[config.mk]
export PLATFORM = sky130hd
export DESIGN_NAME = sap2_cpu_core
export DESIGN_NICKNAME = d
export VERILOG_FILES = /design/src/rtl/sap2_pkg.sv /design/src/rtl/sap2_alu.sv /design/src/rtl/sap2_cpu_core.sv
export SDC_FILE = /design/constraint.sdc
export NUM_CORES = 1
export LEC_CHECK = 0
export CORE_AREA = 5 5 83 69
export DETAILED_ROUTE_END_ITERATION = 10
export DIE_AREA = 0 0 88 74
export PLACE_DENSITY = 0.78
export SYNTH_ARGS = -nofsm -noshare
export SYNTH_HDL_FRONTEND = slang
export SYNTH_HIERARCHICAL = 1
export SYNTH_SLANG_ARGS = --single-unit
[constraint.sdc]
create_clock -name clk -period 4.09 [get_ports clk]
set_input_delay 0.818 -clock clk [delete_from_list [all_inputs] [get_ports clk]]
set_output_delay 0.818 -clock clk [all_outputs]
set_load 0.02 [all_outputs]
[src/rtl/sap2_pkg.sv]
// Shared opcodes, T-state encoding and instruction field helpers
// for the SAP-2 accumulator core.
package sap2_pkg;

    localparam int INSTR_MAXW = 32;

    localparam logic [3:0] OP_LDA = 4'h0;
    localparam logic [3:0] OP_ADD = 4'h1;
    localparam logic [3:0] OP_SUB = 4'h2;
    localparam logic [3:0] OP_STA = 4'h3;
    localparam logic [3:0] OP_LDI = 4'h4;
    localparam logic [3:0] OP_JMP = 4'h5;
    localparam logic [3:0] OP_JZ  = 4'h6;
    localparam logic [3:0] OP_JC  = 4'h7;
    localparam logic [3:0] OP_OUT = 4'hE;
    localparam logic [3:0] OP_HLT = 4'hF;

    typedef enum logic [3:0] {
        TS_HALT = 4'b0000,
        TS_T1   = 4'b0001,
        TS_T2   = 4'b0010,
        TS_T3   = 4'b0100,
        TS_T4   = 4'b1000
    } tstate_e;

    function automatic logic [3:0] sap2_opcode(
        input logic [INSTR_MAXW-1:0] instr,
        input int                    data_w
    );
        return instr[data_w-1 -: 4];
    endfunction

    function automatic logic [INSTR_MAXW-1:0] sap2_operand(
        input logic [INSTR_MAXW-1:0] instr,
        input int                    addr_w
    );
        return instr & ((INSTR_MAXW'(1) << addr_w) - INSTR_MAXW'(1));
    endfunction

endpackage

[src/rtl/sap2_alu.sv]
// Combinational add/subtract unit; carry doubles as borrow on subtract.
module sap2_alu
    import sap2_pkg::*;
#(
    parameter int DATA_W = 8
) (
    input  logic [DATA_W-1:0] a,
    input  logic [DATA_W-1:0] b,
    input  logic              sub,
    output logic [DATA_W-1:0] sum,
    output logic              carry,
    output logic              zero
);

    logic [DATA_W:0] w_res;

    // Zero-extended subtract sets the top bit exactly when a < b
    assign w_res = sub ? ({1'b0, a} - {1'b0, b})
                       : ({1'b0, a} + {1'b0, b});
    assign sum   = w_res[DATA_W-1:0];
    assign carry = w_res[DATA_W];
    assign zero  = (w_res[DATA_W-1:0] == '0);

endmodule

[src/rtl/sap2_cpu_core.sv]
// SAP-2 accumulator CPU: one-hot T1..T4 sequencer, Z/C flags, jumps.
// Optional SAP2_SINGLE_STEP_EN adds step/waiting single-step control.
module sap2_cpu_core
    import sap2_pkg::*;
#(
    parameter int DATA_W = 8,
    parameter int ADDR_W = 4
) (
    input  logic              clk,
    input  logic              rst,
`ifdef SAP2_SINGLE_STEP_EN
    input  logic              step,
    output logic              waiting,
`endif
    output logic [ADDR_W-1:0] mem_addr,
    output logic              mem_re,
    output logic              mem_we,
    output logic [DATA_W-1:0] mem_wdata,
    input  logic [DATA_W-1:0] mem_rdata,
    output logic [DATA_W-1:0] out_data,
    output logic              out_valid,
    output logic              halted,
    output logic [3:0]        t_state,
    output logic [ADDR_W-1:0] pc_out,
    output logic [DATA_W-1:0] acc_out,
    output logic              flag_z,
    output logic              flag_c
);

    if (ADDR_W > DATA_W - 4) begin : g_bad_widths
        $error("sap2_cpu_core: ADDR_W must be <= DATA_W-4");
    end

    tstate_e           r_t, w_t_nxt;
    logic [ADDR_W-1:0] r_pc, w_pc_nxt;
    logic [DATA_W-1:0] r_ir, w_ir_nxt;
    logic [DATA_W-1:0] r_acc, w_acc_nxt;
    logic [DATA_W-1:0] r_out, w_out_nxt;
    logic              r_z, w_z_nxt;
    logic              r_c, w_c_nxt;
    logic              r_ov, w_ov_nxt;
    logic              r_halted, w_halt_nxt;
    logic              w_re, w_we, w_go;
    logic [3:0]        w_op;
    logic [ADDR_W-1:0] w_opnd;
    logic [DATA_W-1:0] w_sum;
    logic              w_cy, w_zero, w_sub;

    assign w_op   = sap2_opcode(INSTR_MAXW'(r_ir), DATA_W);
    assign w_opnd = ADDR_W'(sap2_operand(INSTR_MAXW'(r_ir), ADDR_W));
    assign w_sub  = (w_op == OP_SUB);

`ifdef SAP2_SINGLE_STEP_EN
    assign w_go    = step;
    assign waiting = r_t[0] & ~step;
`else
    assign w_go = 1'b1;
`endif

    sap2_alu #(.DATA_W(DATA_W)) u_alu (
        .a     (r_acc),
        .b     (mem_rdata),
        .sub   (w_sub),
        .sum   (w_sum),
        .carry (w_cy),
        .zero  (w_zero)
    );

    always_comb begin
        w_t_nxt    = r_t;
        w_pc_nxt   = r_pc;
        w_ir_nxt   = r_ir;
        w_acc_nxt  = r_acc;
        w_out_nxt  = r_out;
        w_z_nxt    = r_z;
        w_c_nxt    = r_c;
        w_ov_nxt   = 1'b0;
        w_halt_nxt = r_halted;
        w_re       = 1'b0;
        w_we       = 1'b0;
        mem_addr   = r_pc;
        unique case (1'b1)
            r_t[0]: begin
                if (w_go) begin
                    w_re     = 1'b1;
                    w_pc_nxt = r_pc + ADDR_W'(1);
                    w_t_nxt  = TS_T2;
                end
            end
            r_t[1]: begin
                w_ir_nxt = mem_rdata;
                w_t_nxt  = TS_T3;
            end
            r_t[2]: begin
                w_t_nxt = TS_T1;
                case (w_op)
                    OP_LDA, OP_ADD, OP_SUB: begin
                        mem_addr = w_opnd;
                        w_re     = 1'b1;
                        w_t_nxt  = TS_T4;
                    end
                    OP_STA: begin
                        mem_addr = w_opnd;
                        w_we     = 1'b1;
                    end
                    OP_LDI: begin
                        w_acc_nxt = DATA_W'(w_opnd);
                        w_z_nxt   = (w_opnd == '0);
                    end
                    OP_JMP: w_pc_nxt = w_opnd;
                    OP_JZ:  if (r_z) w_pc_nxt = w_opnd;
                    OP_JC:  if (r_c) w_pc_nxt = w_opnd;
                    OP_OUT: begin
                        w_out_nxt = r_acc;
                        w_ov_nxt  = 1'b1;
                    end
                    OP_HLT: begin
                        w_halt_nxt = 1'b1;
                        w_t_nxt    = TS_HALT;
                    end
                    default: ;
                endcase
            end
            r_t[3]: begin
                w_t_nxt = TS_T1;
                if (w_op == OP_LDA) begin
                    w_acc_nxt = mem_rdata;
                    w_z_nxt   = (mem_rdata == '0);
                end else begin
                    w_acc_nxt = w_sum;
                    w_z_nxt   = w_zero;
                    w_c_nxt   = w_cy;
                end
            end
            default: ;
        endcase
    end

    always_ff @(posedge clk) begin
        if (rst) begin
            r_t      <= TS_T1;
            r_pc     <= '0;
            r_ir     <= '0;
            r_acc    <= '0;
            r_out    <= '0;
            r_z      <= 1'b0;
            r_c      <= 1'b0;
            r_ov     <= 1'b0;
            r_halted <= 1'b0;
        end else begin
            r_t      <= w_t_nxt;
            r_pc     <= w_pc_nxt;
            r_ir     <= w_ir_nxt;
            r_acc    <= w_acc_nxt;
            r_out    <= w_out_nxt;
            r_z      <= w_z_nxt;
            r_c      <= w_c_nxt;
            r_ov     <= w_ov_nxt;
            r_halted <= w_halt_nxt;
        end
    end

    // Strobes are gated so a reset arriving mid-instruction drops any write
    assign mem_re    = w_re & ~rst;
    assign mem_we    = w_we & ~rst;
    assign mem_wdata = r_acc;
    assign out_data  = r_out;
    assign out_valid = r_ov;
    assign halted    = r_halted;
    assign t_state   = r_t;
    assign pc_out    = r_pc;
    assign acc_out   = r_acc;
    assign flag_z    = r_z;
    assign flag_c    = r_c;

endmodule

==> impl_metrics.tcl <==
set metrics [dict create \
    place_inst 370 \
    ff2ff_setup_slack_ns 0.89 \
    vias 2130 \
    grt_max_degree 35 \
    placed_cell_area_um2 2800 \
    synth_seq_area_share_pct 31.1 \
    dr.pass1.iters 4 \
    finalHoldViolations 0 \
    cts_buffer_depth 2 \
    cts_tree "built" \
    path_class "primary input to flop" \
    whs_path_depth 2 \
    hold_path.class "flop to flop" \
    clk_pin_slew_ns 0.07 \
    start_util_pct 47.6 \
    synth_xor_area_share_pct 3.40 \
    gp_congestion 0.920 \
    pwr-share-seq_pct 42.8 \
    port_buffers 51 \
    p_switching_w 0.000258 \
    slew_headroom_pct 19.4 \
    p_clk_share_pct 35.1 \
    drive_gt1_share_pct 10.8 \
    syn2layout_area_growth_pct 25.6 \
    netlist_area_um2 2320 \
    synth_top_family_by_area "simple AND/OR/NAND/NOR gates" \
    yosys_register_bits 36 \
    r2r_cells 11 \
    hold_end "halted" \
    synth_async_sr_flop_share_pct 0 \
    synth_cell_types 53 \
    avgSynthCellArea_um2 8.40 \
    dieHeight_um 74 \
    dp_hpwl_um 4410 \
    htreeDepth 2 \
    finClkSkew_ns 0.00593 \
    required_ns 4.29 \
    fin_crit_ns 3.68 \
    p_leak_nw 1.06 \
    io_pins 52 \
    cp.arrival_ns 3.89 \
    setup_tns_ns 0 \
    routedWlPerCell_um 16.1 \
    cap_violations 0 \
    synth_ff_type "dfxtp_1" \
    postCtsHoldBufs 0 \
    synth.area.mux_share_pct 11.2 \
    post-route-cell-area_um2 2910 \
    cts_buffers 5 \
    first_iter_violations 136 \
    swShare_pct 28.9 \
    synth-edff-count 0 \
    yosys_warnings 6 \
    crit_path_end_kind "flop" \
    postCtsSetupBuffers 0 \
    ir_drop_mv 0.202 \
    n_antenna_cell 0 \
    synth_cells 276 \
    fmax_mhz 271 \
    setup_violations 0 \
    rsz0062_at_grt "no" \
    synth_compound_area_share_pct 15.7 \
    clk_latency_ns 0.29 \
    final_nets 336 \
    intPower_w 0.000632 \
    syn_nets 297 \
    timing.rr.end "flag_z" \
    routed_wl_um 6070 \
    fin_util_pct 59.8 \
    final_antenna_net_count 0 \
    die_x_um 88 \
    critPathLaunchType "primary input" \
    cp_max_fo 8 \
    grt-ovfl-total 0 \
    outcome "finished, final reports clean" \
    cts-root-buf "clkbuf_8" \
    grt_antenna_before_repair 0 \
    r2r-start "r_ir[5]" \
    drcViolationCount 0 \
    fp-row-count 23 \
    combPwrFrac_pct 22.1 \
    cts-resized-gates 0 \
    grt_pass1_wl_um 9960 \
    min_from "halted" \
    die-area_um2 6510 \
    cts_sinks 36 \
    worst_pin_slew_ns 1.20 \
    period_share_pct 90.1 \
    final_cells 378 \
    core_um2 4860 \
    gr-usage-all-layers_pct 19.6 \
    power.density_nw_per_um2 306 \
    grt_pass1_vias 2048 \
    slew_viol_final 0 \
    drt-vias-per-instance 5.63 \
    synth_simple_gate_area_share_pct 24.8 \
    synthAdderAreaFrac_pct 6.26 \
]
==> logic make-up after synthesis <==
group / after synthesis
adder cells (fa/ha/maj): 11
AO/OA/AOI/OAI: 51
XOR/XNOR: 9
AND/OR/NAND/NOR: 111
flip-flops: 36
buffers and inverters: 33
multiplexers: 25
==> worst max-delay path, stage by stage <==
cell and delay, ns:
clkdlybuf4s50_1 0.56, nor3_1 0.46, a21oi_1 0.14, xnor2_1 0.15
ha_1 0.43, and3b_1 0.23, a211oi_2 0.18, o211ai_2 0.13
nor3_2 0.20, nor4bb_4 0.21, a31oi_1 0.11, a311oi_1 0.27
==> metrics by stage <==
stage                     hold slack, ns  power, W  setup slack, ns
after floorplan                    0.502  0.000522             1.11
after global placement             0.460  0.000577            0.281
after detailed placement           0.463  0.000583            0.152
after CTS                          0.481  0.000896            0.456
after global routing               0.521  0.000934            0.226
final                              0.484  0.000890            0.405
==> metal layers <==
layer	vias to the layer above	wire length [µm]	global-route usage [%]
met1	1007	2750	25.1
met5	-	0	0
met4	0	63	6.30
li1	1045	-	-
met2	71	2900	32.9
met3	7	348	4.54
==> cell usage in the layout (no fill, tap or decap), drive strengths merged, types with 3 or more instances in the layout <==
cell,netlist,layout
o21ai,8,8
a31oi,3,3
nor2,39,39
ha,10,10
mux2i,17,17
and3b,3,3
buf,15,5
nor4,5,5
nand2b,4,4
xnor2,8,8
or2,3,3
dfxtp,36,36
clkbuf,9,6
a21oi,18,18
nand3,6,6
nor3,5,5
mux2,8,8
inv,9,9
clkdlybuf4s50,0,51
nor2b,7,7
nand2,28,28
a311o,5,5
==> synthesized netlist by cell type, drive strengths merged (3+ instances only) <==
cell	number	share of area, %
nor2	39	6.3
dfxtp	36	31
nand2	28	4.5
a21oi	18	4.0
mux2i	17	7.3
buf	15	4.6
ha	10	5.4
clkbuf	9	1.5
inv	9	1.5
mux2	8	3.9
o21ai	8	1.9
xnor2	8	3.0
nor2b	7	1.9
nand3	6	1.3
a311o	5	2.2
nor3	5	1.3
nor4	5	2.0
nand2b	4	1.1
a31oi	3	0.81
and3b	3	1.1
or2	3	0.81
==> cell type report <==
cell class	instances	area, µm²
fill	446	1950
multi-input combinational	207	1420
sequential	36	721
timing repair buffer	56	548
tap	62	77.6
clock buffer	6	72.6
clock inverter	2	35.0
inverter	9	33.8
==> power groups by stage <==
stage	combinational [W]	sequential, W	clock [W]
after global routing	0.000213	0.000384	0.000337
after detailed placement	0.000194	0.000389	0
after CTS	0.000195	0.000381	0.000320
after floorplan	0.000139	0.000383	0
after global placement	0.000189	0.000388	0
final	0.000196	0.000381	0.000313
==> registers in the layout, indices dropped and copies added (netlist names) <==
name and cells:
acc_out 8, flag_c 1, flag_z 1, halted 1
out_data 8, out_valid 1, pc_out 4, r_ir 8
t_state 4
==> worst max-delay path by stage <==
stage / end / slack (ns) / depth (start not counted) / startpoint
finish: flag_z / 0.41 / 12 / mem_rdata[2]
global route: flag_z / 0.23 / 12 / mem_rdata[2]
CTS: flag_z / 0.46 / 12 / mem_rdata[2]
detailed placement: flag_z / 0.15 / 12 / mem_rdata[2]
global placement: flag_z / 0.28 / 12 / mem_rdata[2]
floorplan: flag_z / 1.11 / 11 / mem_rdata[0]
(Power assumes the default switching activity.)
